File: src/rtl/program_fetch_sequencer.sv
// Fetch/issue sequencer for the 4-bit computer: owns the PC, reads the
// combinational program ROM, and hands each word to execute over valid/ready.
module program_fetch_sequencer #(
  parameter int unsigned ADDR_W  = 4,
  parameter int unsigned DATA_W  = 8,
  parameter logic [3:0]  HALT_OP = 4'hF
) (
  input  logic              clk,
  input  logic              rst,
  input  logic              start,
  output logic [ADDR_W-1:0] rom_addr,
  input  logic [DATA_W-1:0] rom_data,
  output logic              instr_valid,
  input  logic              instr_ready,
  output logic [3:0]        opcode,
  output logic [3:0]        operand,
  input  logic              jump_en,
  input  logic [ADDR_W-1:0] jump_addr,
  output logic [ADDR_W-1:0] pc,
  output logic              halted,
  output logic              busy
);

  localparam logic [1:0] IDLE   = 2'd0;
  localparam logic [1:0] FETCH  = 2'd1;
  localparam logic [1:0] ISSUE  = 2'd2;
  localparam logic [1:0] HALTED = 2'd3;

  logic [1:0]        r_state;
  logic [ADDR_W-1:0] r_pc;
  logic [DATA_W-1:0] r_ir;
  logic              r_halted;
  logic              w_is_halt;
  logic              w_handshake;

  assign w_is_halt   = (rom_data[DATA_W-1 -: 4] == HALT_OP);
  assign w_handshake = (r_state == ISSUE) && instr_ready;

  // Outputs derive directly from state so an async reset clears them at once.
  assign rom_addr    = r_pc;
  assign pc          = r_pc;
  assign instr_valid = (r_state == ISSUE);
  assign opcode      = r_ir[DATA_W-1 -: 4];
  assign operand     = r_ir[3:0];
  assign halted      = r_halted;
  assign busy        = (r_state == FETCH) || (r_state == ISSUE);

  always_ff @(posedge clk or posedge rst) begin
    if (rst) begin
      r_state  <= IDLE;
      r_pc     <= '0;
      r_ir     <= '0;
      r_halted <= 1'b0;
    end else begin
      case (r_state)
        IDLE: begin
          if (start) r_state <= FETCH;
        end
        FETCH: begin
          r_ir <= rom_data;
          // A HALT word parks the PC on its own address and is never issued.
          if (w_is_halt) begin
            r_state  <= HALTED;
            r_halted <= 1'b1;
          end else begin
            r_pc    <= r_pc + ADDR_W'(1);
            r_state <= ISSUE;
          end
        end
        ISSUE: begin
          if (w_handshake) begin
            if (jump_en) r_pc <= jump_addr;
            r_state <= FETCH;
          end
        end
        HALTED: begin
          if (start) begin
            r_pc     <= '0;
            r_halted <= 1'b0;
            r_state  <= FETCH;
          end
        end
        default: r_state <= IDLE;
      endcase
    end
  end

endmodule
File: config.mk
export PLATFORM = sky130hd
export DESIGN_NAME = program_fetch_sequencer
export DESIGN_NICKNAME = d
export VERILOG_FILES = /design/src/rtl/program_fetch_sequencer.sv
export SDC_FILE = /design/constraint.sdc
export NUM_CORES = 1
export LEC_CHECK = 0
export CAP_MARGIN = 40
export CORE_ASPECT_RATIO = 1.2
export CORE_UTILIZATION = 44
export DETAILED_ROUTE_END_ITERATION = 16
export HOLD_SLACK_MARGIN = 0.03
export PLACE_DENSITY_LB_ADDON = 0.25
export SYNTH_ARGS = -nofsm -noshare
export SYNTH_HDL_FRONTEND = slang
export SYNTH_SLANG_ARGS = --single-unit
File: constraint.sdc
create_clock -name clk -period 3.45 [get_ports clk]
set_clock_uncertainty 0.2 [all_clocks]
set_input_delay 0.69 -clock clk [delete_from_list [all_inputs] [get_ports clk]]
set_output_delay 0.69 -clock clk [all_outputs]
set_load 0.01 [all_outputs]
==> impl_metrics.tcl, run 1 <==
set metrics [dict create \
    outcome "finished clean" \
    mostFrequentLayoutCells "clkdlybuf4s50_1 (35), dfrtp_1 (15), mux2_2 (8)" \
    drc 0 \
    cts_buffer_depth 2 \
    synth_nets 93 \
    gp_congestion 0.756 \
    clk_pin_slew_ns 0.08 \
    regToRegSetupSlack_ns 1.41 \
    diodes 0 \
    syn-instance-count 71 \
    drtIter0Drc 3 \
    endpoint_kind "output port" \
    cp.required_ns 2.56 \
    cp.arrival_ns 1.83 \
    synth-edff-count 0 \
    die_w_um 41.2 \
    hp-class "flip-flop to flip-flop" \
    startpoint_type "flip-flop" \
    path_class "flip-flop to output port" \
    rsz0062_at_grt "false" \
    cts_num_sinks 15 \
    io_pins 36 \
    synth_area_per_cell_um2 11.5 \
    drive_gt1_frac 0.154 \
    cts_hold_buf 0 \
    wire_per_inst_um 12.5 \
    ys_seq_area_frac 0.462 \
    register_area_um2 375 \
    hold_viol 0 \
    totalWireLength_um 1530 \
    slew_viol_final 0 \
    cts_root_buffer "clkbuf_4" \
    grt_pass1_vias 659 \
    slew_headroom 0.616 \
    routed_via_density 5.21 \
    synth_seq_cells 15 \
    max_slew.worst_pin.slew_ns 0.575 \
    p_per_area_nw_per_um2 935 \
    synth-async-reset-ratio 1.00 \
    max_freq_mhz 368 \
    period_share 0.789 \
    grt_pass1_wl_um 2730 \
    min_period_ns 2.72 \
    drt_pass1_iterations 2 \
    ant_nets 0 \
    ir_worst_vdd_uv 566 \
    clock_latency_ns 0.28 \
    postCtsSetupRepairBufs 0 \
    cp_max_fo 11 \
    cts_buffers 3 \
    multi_input_area_um2 370 \
    nNetsFinal 127 \
    dp_hpwl_um 1260 \
    dieArea_um2 2020 \
    timing.setup.tns_ns 0 \
    antenna_found_initial 0 \
    htree_num_levels 1 \
    final_common_cell "clkdlybuf4s50_1" \
    cts_tree "built" \
    rows 16 \
    synth-warning-count 0 \
    power.leakage_nw 0.500 \
    die_h_um 49.1 \
    stdcell_area_um2 1170 \
    drv_cap 0 \
    port_buffers 35 \
    place_area_um2 1140 \
    num_vias 636 \
    grt_max_degree 16 \
    start_util 0.484 \
    setup_viol 0 \
    fillCellCount 140 \
    coreArea_um2 1680 \
    gr-total-overflow 0 \
    netlist-cell-type-count 24 \
    grt.total_usage 0.197 \
    ys.flop_type "dfrtp_1" \
    cts_resized 0 \
    syn_to_final_growth_pct 43.7 \
    syn_area_um2 813 \
]
==> where the power goes <==
part | leakage (nW) | switching, mW | total [mW] | internal [mW]
Sequential | 0.179 | 0.0640 | 0.329 | 0.265
Clock | 0.0177 | 0.0558 | 0.0988 | 0.0430
Combinational | 0.303 | 0.273 | 0.664 | 0.391
Total | 0.500 | 0.393 | 1.09 | 0.699
==> final cells by class <==
type,instances,area share
inverters,6,0.0193
multi-input cells,44,0.317
flip-flops and latches,15,0.321
clock buffers,3,0.0193
repair buffers,35,0.300
clock inverters,1,0.00428
well taps,18,0.0193
==> critical path, cell delays in order (launching register included) <==
cell and delay [ns]:
dfrtp_1 0.41, inv_1 0.11, ha_1 0.41, clkdlybuf4s50_1 0.63
==> per-stage QoR <==
step / power, mW / setup WS (ns) / std cells / hold slack, ns / utilization
after floorplan: 0.749 / 1.59 / 71 / 0.300 / -
after global placement: 0.986 / 1.10 / 118 / 0.272 / 0.679
after detailed placement: 1.01 / 1.03 / 118 / 0.280 / 0.679
after CTS: 1.11 / 0.709 / 122 / 0.301 / 0.695
after global routing: 1.19 / 0.608 / 122 / 0.332 / 0.695
final: 1.09 / 0.729 / 122 / 0.295 / 0.695
==> synthesized netlist by cell type, drive strengths merged, types with 2 or more instances <==
cell type,count,area share
a21oi,4,0.025
nand3,2,0.012
inv,6,0.028
dfrtp,15,0.46
buf,6,0.055
nor2,2,0.0092
nand2,7,0.042
mux2,10,0.15
ha,5,0.077
o21ai,2,0.012
==> state kept, by name (all words and copies together) (netlist names) <==
signal	cells
r_state	2
halted	1
pc	4
r_ir	8
==> layer usage <==
metal,track usage,routed length [um]
met1,0.213,643
met2,0.336,756
met3,0.0548,98
met4,0.0806,31
met5,0,0
==> cell families (layout without fill, tap and decap cells) <==
group,Yosys count,after routing,synth area share
buffers and inverters,12,45,0.0831
multiplexers,10,10,0.148
AO/OA/AOI/OAI,13,13,0.125
adder cells (fa/ha/maj),5,5,0.0769
XOR/XNOR,1,1,0.0108
AND/OR/NAND/NOR,15,15,0.0954
flip-flops,15,15,0.462
==> path summary, 6_finish.rpt <==
check	start	end	cells after the start
hold reg to reg	halted	halted	1
max in group asynchronous	rst	pc[0]	2
min in group asynchronous	rst	pc[3]	2
setup / recovery	r_state[0]	instr_valid	3
hold / removal	halted	halted	1
setup reg to reg	r_state[1]	pc[3]	6
(Power assumes the default switching activity.)
==> run 2: changes to the inputs <==
--- a/config.mk
+++ b/config.mk
@@ -7,7 +7,7 @@
 export LEC_CHECK = 0
 export CAP_MARGIN = 40
 export CORE_ASPECT_RATIO = 1.2
-export CORE_UTILIZATION = 44
+export CORE_UTILIZATION = 36
 export DETAILED_ROUTE_END_ITERATION = 16
 export HOLD_SLACK_MARGIN = 0.03
 export PLACE_DENSITY_LB_ADDON = 0.25
==> constraint.sdc (replaced) <==
create_clock -name clk -period 2.2 [get_ports clk]
set_clock_uncertainty 0.2 [all_clocks]
set_input_delay 0.44 -clock clk [delete_from_list [all_inputs] [get_ports clk]]
set_output_delay 0.44 -clock clk [all_outputs]
set_load 0.01 [all_outputs]
==> impl_metrics.tcl, run 2 (synthesized netlist as in run 1, its figures left out) <==
set metrics [dict create \
    outcome "finished clean" \
    port_buffers 35 \
    max_freq_mhz 516 \
    hp-class "input port to asynchronous set/reset pin" \
    p_per_area_nw_per_um2 1440 \
    grt_max_degree 16 \
    netSwitchingFraction 0.356 \
    drive_gt1_frac 0.193 \
    cts_hold_buf 0 \
    r2r-start "r_state[0]" \
    period_share 0.881 \
    final_common_cell "clkdlybuf4s50_1" \
    dp_hpwl_um 1300 \
    seqPwrFrac 0.290 \
    switching_power_mw 0.629 \
    routed_via_density 4.71 \
    power.leakage_nw 0.544 \
    drc 0 \
    clkPwrFrac 0.086 \
    drtIter0Drc 6 \
    grt.total_usage 0.151 \
    slew_viol_final 0 \
    max_slew.worst_pin.slew_ns 0.570 \
    die_w_um 45.4 \
    ir_worst_vdd_uv 763 \
    slew_headroom 0.619 \
    largest_reg_flops 8 \
    p_int_mw 1.14 \
    drt_pass1_iterations 2 \
    num_vias 654 \
    diodes 0 \
    dieArea_um2 2450 \
    antenna_found_initial 0 \
    die_h_um 54.1 \
    p_comb_frac 0.624 \
    cts_buffers 3 \
    wire_per_inst_um 11.9 \
    drv_cap 0 \
    mostFrequentLayoutCells "clkdlybuf4s50_1 (33), dfrtp_1 (15), mux2_2 (8)" \
    cp.required_ns 2.16 \
    coreArea_um2 2090 \
    gr-total-overflow 0 \
    nNetsFinal 132 \
    fillCellCount 194 \
    crit_start "r_state[0]" \
    grt_pass1_wl_um 2680 \
    final_core_util 0.586 \
    rows 18 \
    htree_num_levels 1 \
    setup_viol 0 \
    grt_pass1_vias 669 \
    min_period_ns 1.94 \
    start_util 0.388 \
    timing.setup.tns_ns 0 \
    endpoint_kind "flip-flop" \
    hold_viol 0 \
    clock_latency_ns 0.27 \
    cts_root_buffer "clkbuf_4" \
    io_pins 36 \
    syn_to_final_growth_pct 50.9 \
    largest_register "r_ir" \
    cp_max_fo 8 \
    gp_congestion 0.817 \
    rsz0062_at_grt "false" \
    startpoint_type "flip-flop" \
    cts_tree "built" \
    cts_buffer_depth 2 \
    cp.arrival_ns 1.90 \
    ant_nets 0 \
    totalWireLength_um 1650 \
    clk_pin_slew_ns 0.08 \
    cts_num_sinks 15 \
    path_class "flip-flop to flip-flop" \
]
run 2: cell count changes in the layout (fill, tap and decap cells not counted):
cell	previous run	this run
buf_4	0	5
clkdlybuf4s50_1	35	33
dlymetal6s2s_1	0	2
clkbuf_1	0	1
clkinv_2	1	0
ha_1	5	4
ha_2	0	1
run 2: what timing repair did:
item                                    4_1_cts  5_1_grt
resized for setup                             1        2
gates cloned                                  0        0
endpoints found under the setup margin        2        2
buffers inserted                              3        0
endpoints found under the hold margin         0        0
run 2: final timing paths:
| check | end | slack [ns] | cells after the start |
|---|---|---|---|
| max | pc[1] | 0.26 | 5 |
| min | pc[1] | 0.31 | 2 |
| max reg2reg | pc[1] | 0.26 | 5 |
| min reg2reg | halted | 0.31 | 1 |
| max in group asynchronous | r_state[1] | 1.11 | 2 |
| min in group clk | halted | 0.31 | 1 |
run 2: stage by stage:
stage	power (mW)	cells	area [um^2]	setup slack, ns	hold WS, ns
3_3_place_gp	1.58	132	1170	0.111	0.292
6_report	1.77	139	1230	0.262	0.306
4_1_cts	1.80	139	1220	0.0107	0.315
3_5_place_dp	1.60	132	1170	0.0560	0.298
5_1_grt	1.91	139	1230	0.156	0.335
2_1_floorplan	1.17	71	813	0.341	0.141
run 2: routing by layer:
layer | GRT usage | up-vias | wire length [um]
met2 | 0.283 | 25 | 848
met5 | 0 | - | 0
met1 | 0.169 | 306 | 713
met4 | 0.0455 | 0 | 6
li1 | - | 321 | -
met3 | 0.0268 | 2 | 79
run 2: critical path: stages (launching register included):
cell,delay (ns)
dfrtp_1,0.38
buf_4,0.14
ha_1,0.30
a221oi_4,0.41
nand2_4,0.10
mux2_4,0.30
run 2: layout make-up:
class | instances | area, um^2 | share of cell area
repair buffers | 40 | 393 | 0.320
flip-flops and latches | 15 | 375 | 0.306
multi-input cells | 44 | 373 | 0.304
well taps | 30 | 37.5 | 0.0306
clock buffers | 4 | 26.3 | 0.0214
inverters | 6 | 22.5 | 0.0183
run 2: power groups by stage:
stage          clock (mW)  sequential, mW  combinational [mW]
2_1_floorplan           0           0.567               0.607
3_3_place_gp            0           0.521                1.06
3_5_place_dp            0           0.529                1.07
4_1_cts             0.159           0.517                1.13
5_1_grt             0.168           0.538                1.20
6_report            0.152           0.514                1.10
==> run 3: changes to the inputs <==
--- a/config.mk
+++ b/config.mk
@@ -7,6 +7,7 @@
 export LEC_CHECK = 0
 export CAP_MARGIN = 40
 export CORE_ASPECT_RATIO = 1.2
+export CORE_MARGIN = 1
 export CORE_UTILIZATION = 36
 export DETAILED_ROUTE_END_ITERATION = 16
 export HOLD_SLACK_MARGIN = 0.03
==> results of run 3 <==
Same layout as run 2: the final DEF is identical, and so are final timing and power.
